## config.mk

```make
export PLATFORM = sky130hd
export DESIGN_NAME = alu_flag_resolve
export DESIGN_NICKNAME = d
export VERILOG_FILES = /design/src/rtl/alu_flag_resolve.sv
export SDC_FILE = /design/constraint.sdc
export NUM_CORES = 1
export LEC_CHECK = 0
export ABC_AREA = 1
export CORE_ASPECT_RATIO = 0.5
export CORE_MARGIN = 2
export CORE_UTILIZATION = 30
export CTS_BUF_LIST = sky130_fd_sc_hd__clkbuf_8
export CTS_CLUSTER_SIZE = 14
export DETAILED_ROUTE_END_ITERATION = 8
export REMOVE_ABC_BUFFERS = 1
export SYNTH_ARGS = -nofsm -noshare
export SYNTH_HDL_FRONTEND = slang
export SYNTH_SLANG_ARGS = --single-unit
```

## constraint.sdc

```tcl
create_clock -name clk -period 1.35 [get_ports clk]
set_clock_uncertainty 0.1 [all_clocks]
set_input_delay 0.27 -clock clk [delete_from_list [all_inputs] [get_ports clk]]
set_output_delay 0.27 -clock clk [all_outputs]
set_load 0.01 [all_outputs]
```

## src/rtl/alu_flag_resolve.sv

```systemverilog
// Resolves ALU flags into set-instruction results and branch decisions, then
// buffers them in a 2-entry skid buffer between EX and MEM.
module alu_flag_resolve #(
  parameter int N     = 16,
  parameter int CNT_W = 8
) (
  input  logic             clk,
  input  logic             rst,
  input  logic             in_valid,
  output logic             in_ready,
  input  logic [N-1:0]     alu_out,
  input  logic             zero,
  input  logic             ofl,
  input  logic             carry,
  input  logic             neg,
  input  logic [3:0]       cond,
  output logic             out_valid,
  input  logic             out_ready,
  output logic [N-1:0]     res,
  output logic             take,
  output logic             illegal,
  output logic [CNT_W-1:0] ofl_cnt,
  input  logic             ofl_clr
);

  typedef enum logic [1:0] {EMPTY, ONE, TWO} state_t;

  localparam logic [CNT_W-1:0] CNT_MAX = '1;

  state_t         state;
  state_t         state_nxt;
  logic           push;
  logic           pop;
  logic           head_load_new;
  logic           head_load_sec;
  logic           sec_load;
  logic [N-1:0]   new_res;
  logic           new_take;
  logic           new_illegal;
  logic [N-1:0]   sec_res;
  logic           sec_take;
  logic           sec_illegal;

  // Handshake flags depend only on the occupancy register, never on out_ready.
  assign in_ready  = (state != TWO);
  assign out_valid = (state != EMPTY);
  assign push      = in_valid & in_ready;
  assign pop       = out_valid & out_ready;

  always_comb begin
    new_res     = alu_out;
    new_take    = 1'b0;
    new_illegal = 1'b0;
    case (cond)
      4'd0: new_res = alu_out;
      4'd1: new_res = {{(N-1){1'b0}}, zero};
      4'd2: new_res = {{(N-1){1'b0}}, neg ^ ofl};
      4'd3: new_res = {{(N-1){1'b0}}, (neg ^ ofl) | zero};
      4'd4: new_res = {{(N-1){1'b0}}, carry};
      4'd5: new_take = zero;
      4'd6: new_take = ~zero;
      4'd7: new_take = neg;
      4'd8: new_take = ~neg;
      default: new_illegal = 1'b1;
    endcase
  end

  always_ff @(posedge clk) begin
    if (rst) state <= EMPTY;
    else     state <= state_nxt;
  end

  // Push with a simultaneous pop in ONE replaces the head directly.
  always_comb begin
    state_nxt     = state;
    head_load_new = 1'b0;
    head_load_sec = 1'b0;
    sec_load      = 1'b0;
    case (state)
      EMPTY: begin
        if (push) begin
          state_nxt     = ONE;
          head_load_new = 1'b1;
        end
      end
      ONE: begin
        case ({push, pop})
          2'b10: begin
            state_nxt = TWO;
            sec_load  = 1'b1;
          end
          2'b01: state_nxt = EMPTY;
          2'b11: head_load_new = 1'b1;
          default: state_nxt = ONE;
        endcase
      end
      TWO: begin
        if (pop) begin
          state_nxt     = ONE;
          head_load_sec = 1'b1;
        end
      end
      default: state_nxt = EMPTY;
    endcase
  end

  always_ff @(posedge clk) begin
    if (rst) begin
      res         <= '0;
      take        <= 1'b0;
      illegal     <= 1'b0;
      sec_res     <= '0;
      sec_take    <= 1'b0;
      sec_illegal <= 1'b0;
    end else begin
      if (head_load_new) begin
        res     <= new_res;
        take    <= new_take;
        illegal <= new_illegal;
      end else if (head_load_sec) begin
        res     <= sec_res;
        take    <= sec_take;
        illegal <= sec_illegal;
      end
      if (sec_load) begin
        sec_res     <= new_res;
        sec_take    <= new_take;
        sec_illegal <= new_illegal;
      end
    end
  end

  always_ff @(posedge clk) begin
    if (rst || ofl_clr)
      ofl_cnt <= '0;
    else if (push && (cond == 4'd0) && ofl && (ofl_cnt != CNT_MAX))
      ofl_cnt <= ofl_cnt + 1'b1;
  end

endmodule

```

==> metrics.yaml <==
run_status:
  outcome: "complete, but fails checks"
  violations: "negative setup slack"
global_routing:
  number_of_global_route_vias_before_repair: 2190
  grt_antenna_before_repair: 0
  grt-ovfl-total: 0
  groute.usage.overall_pct: 15.2
  grt_start_max_net_pins: 22
  first_pass_grt_wire_length_mm: 10.2
power:
  cellLeakagePower_uw: 0.00177
  power.switching_uw: 1000
  power.combinational.fraction_pct: 25.8
  post-layout-total-power_uw: 3450
  power_switching_share_pct: 29.0
  power.ir.vdd_worst_uv: 380
  power.clock.fraction_pct: 31.1
  internal_power_uw: 2450
  pwr_density_cell_nw_per_um2: 837
  p_seq_share_pct: 43.1
drt:
  detail-route-antenna-nets: 0
  viasPerCell: 4.63
  drc: 0
  totalWireLength_mm: 7.44
  drtIter0Drc: 178
  dr.pass1.iters: 4
  number_of_vias_after_detailed_routing: 2543
  route.detailed.wl_per_inst_um: 13.5
sta:
  share_of_the_cycle_needed_by_the_critical_path_after_routing_pct: 109
  worst_hold_slack_ns: 0.364
  final-max-slew-violation-count: 0
  setup_total_negative_slack_ns: -3.24
  fmax_mhz: 678
  tightestPinTransition_ns: 0.381
  setup_viol: 42
  worst_slack_ns: -0.125
  rsz0062_at_grt: "true"
  hold_violations: 0
  worst_slew_margin_rel_pct: 74.6
  final_period_minus_worst_setup_slack_ns: 1.48
floorplanning:
  fp-row-count: 22
  floorplan.core_area_um2: 7460
  full_die_area_um2: 8580
  initial_cell_density_of_the_core_pct: 31.4
  die_width_um: 129
  floorplan.io_pins: 57
  die-height_um: 66.5
final_layout:
  drive_above_1_share_pct: 41.0
  num-fill-cells: 671
  final_common_cell: "nand2_1"
  multi_input_area_um2: 1500
  layout.cells.most_common_list: "nand2_1 (62), dfxtp_1 (34), buf_4 (33)"
  synthToLayoutAreaGrowth_pct: 76.1
  final-seq-area_um2: 938
  nNetsFinal: 471
  antenna-diode-count: 0
  postLayoutCellArea_um2: 4130
critical_path:
  cp.arrival_ns: 1.57
  path_max_fanout: 5
  crit_path_capture_type: "flip-flop"
  crit_path_top_delay_cell: "dfxtp_2"
  critPathBufInv: 4
  path_class: "flip-flop to flip-flop"
  worstSetupStartpoint: "state[0]$_SDFFE_PP0P_"
  r2r-start: "state[0]$_SDFFE_PP0P_"
  critical_path.startpoint_type: "flip-flop"
  required_ns: 1.44
  path_cells: "inv_2 -> buf_6 -> o211ai_4 -> clkinv_4 -> buf_12 -> a21oi_2 -> a21oi_1"
  crit_family: "buffers and inverters"
  cpPeakStageDelay_ns: 0.35
min_path:
  timing.hold.worst.class: "flip-flop to flip-flop"
  worst_hold_startpoint: "sec_res[4]$_SDFFE_PP0P_"
placed_design:
  dp_hpwl_mm: 4.16
  place_area_um2: 3290
  globalplace.congestion: 0.773
  placement.io_buffers: 56
clock_network:
  cts-root-buf: "clkbuf_8"
  htree_levels: 2
  cts-buffers-inserted: 5
  clkLatencyLatePin_ns: 0.31
  holdBufCountCts: 0
  clock-sinks: 46
  cts.path.max_buffers: 2
  clk_slew_on_worst_s_h_paths_ns: 0.09
  clock_tree_from_tritoncts: "built"
synthesis:
  netlist-cell-type-count: 30
  yosys_warnings: 0
  sequential_cell_area_fraction_in_the_yosys_report_pct: 39.3
  synthCells: 327
  yosys_register_bits: 46
  cell_area_after_synthesis_um2: 2340
  synth_area_per_cell_um2: 7.17
job:
  timing.max_cap.violations: 0
## registers in the layout (all words and copies together), names as in the netlist
signal / flops
res: 16
sec_res: 16
ofl_cnt: 8
state: 2
illegal: 1
sec_illegal: 1
sec_take: 1
take: 1
## worst min-delay path, stage by stage (launching register included)
cell	delay (ns)
dfxtp_1	0.32
nand2_1	0.06
a21oi_1	0.05
## logic make-up (layout without fill, tap and decap cells)
| logic type | count (synthesis) | in the layout | share of synthesized area (%) |
|---|---|---|---|
| AOI/OAI and AO/OA | 83 | 83 | 20.1 |
| adders and majority gates | 2 | 2 | 1.07 |
| buffers and inverters | 49 | 162 | 9.88 |
| xor gates and xnor gates | 5 | 5 | 1.87 |
| DFF | 46 | 46 | 39.3 |
| and+or+nand+nor | 142 | 143 | 27.8 |
## path summary, 6_finish.rpt
path	endpoint	slack, ns	cells after the start
worst max-delay path	res[4]$_SDFFE_PP0P_	-0.13	7
worst min-delay path	res[4]$_SDFFE_PP0P_	0.36	2
worst max register to register	res[4]$_SDFFE_PP0P_	-0.13	7
worst min register to register	res[4]$_SDFFE_PP0P_	0.36	2
## through the flow
stage          setup WS (ns)  util, %  std cells
4_1_cts               -0.123     47.7        532
3_3_place_gp          -0.461     44.1        514
2_1_floorplan        -0.0813        -        314
3_5_place_dp          -0.500     44.1        514
6_report              -0.125     55.3        549
5_1_grt               -0.177     55.3        549
## power by group through the flow
stage	combinational [µW]	clock, µW	sequential (µW)
after floorplan	283	0	1530
after global placement	685	0	1510
after detailed placement	688	0	1510
after CTS	740	1080	1480
after global routing	958	1160	1500
final	891	1070	1490
## routing by layer
metal	track usage [%]	vias to the layer above	routed length (µm)
met2	25.1	42	3640
li1	-	1290	-
met4	4.62	0	121
met1	20.2	1200	3410
met5	0	-	0
met3	3.13	11	270
## what timing repair did
item                       CTS  global route
cloned                       4             7
setup buffers                7            11
gates resized for setup     62           118
pin swaps                    9            40
setup endpoints to repair   73            55
hold endpoints to repair     0             0
## cell type report
| class | count | area share (%) |
|---|---|---|
| flip-flops and latches | 46 | 22.7 |
| inverters | 36 | 4.00 |
| clock inverters | 3 | 1.06 |
| multi-input cells | 233 | 36.3 |
| well taps | 108 | 3.27 |
| repair inverters | 2 | 0.758 |
| repair buffers | 116 | 30.2 |
| clock buffers | 5 | 1.67 |
## synthesized netlist by cell type
| cell type | count | area share (%) |
|---|---|---|
| o211ai_4 | 1 | 0.91 |
| inv_2 | 7 | 1.1 |
| nand3_1 | 16 | 3.4 |
| nor3_2 | 1 | 0.43 |
| buf_4 | 3 | 0.96 |
| nand4_1 | 1 | 0.27 |
| nand3_2 | 2 | 0.85 |
| xor2_1 | 4 | 1.5 |
| o21ai_0 | 18 | 3.8 |
| xnor2_1 | 1 | 0.37 |
| a21oi_2 | 10 | 3.7 |
| nand2_2 | 3 | 0.80 |
| nand3b_1 | 1 | 0.32 |
| o21ai_1 | 6 | 1.3 |
| inv_4 | 1 | 0.27 |
| buf_2 | 3 | 0.64 |
| clkbuf_1 | 3 | 0.48 |
| nand2_1 | 80 | 13 |
| nor2_2 | 7 | 1.9 |
| nor2_4 | 2 | 0.96 |
| a21oi_1 | 47 | 10 |
| nor2_1 | 25 | 4.0 |
| nor3_1 | 1 | 0.21 |
| dfxtp_1 | 46 | 39 |
| nor2_8 | 1 | 0.85 |
| ha_1 | 2 | 1.1 |
| buf_6 | 4 | 1.9 |
| o211ai_1 | 1 | 0.32 |
| nand2_4 | 2 | 0.96 |
| inv_1 | 28 | 4.5 |
Power figures use the tool's default switching activity.
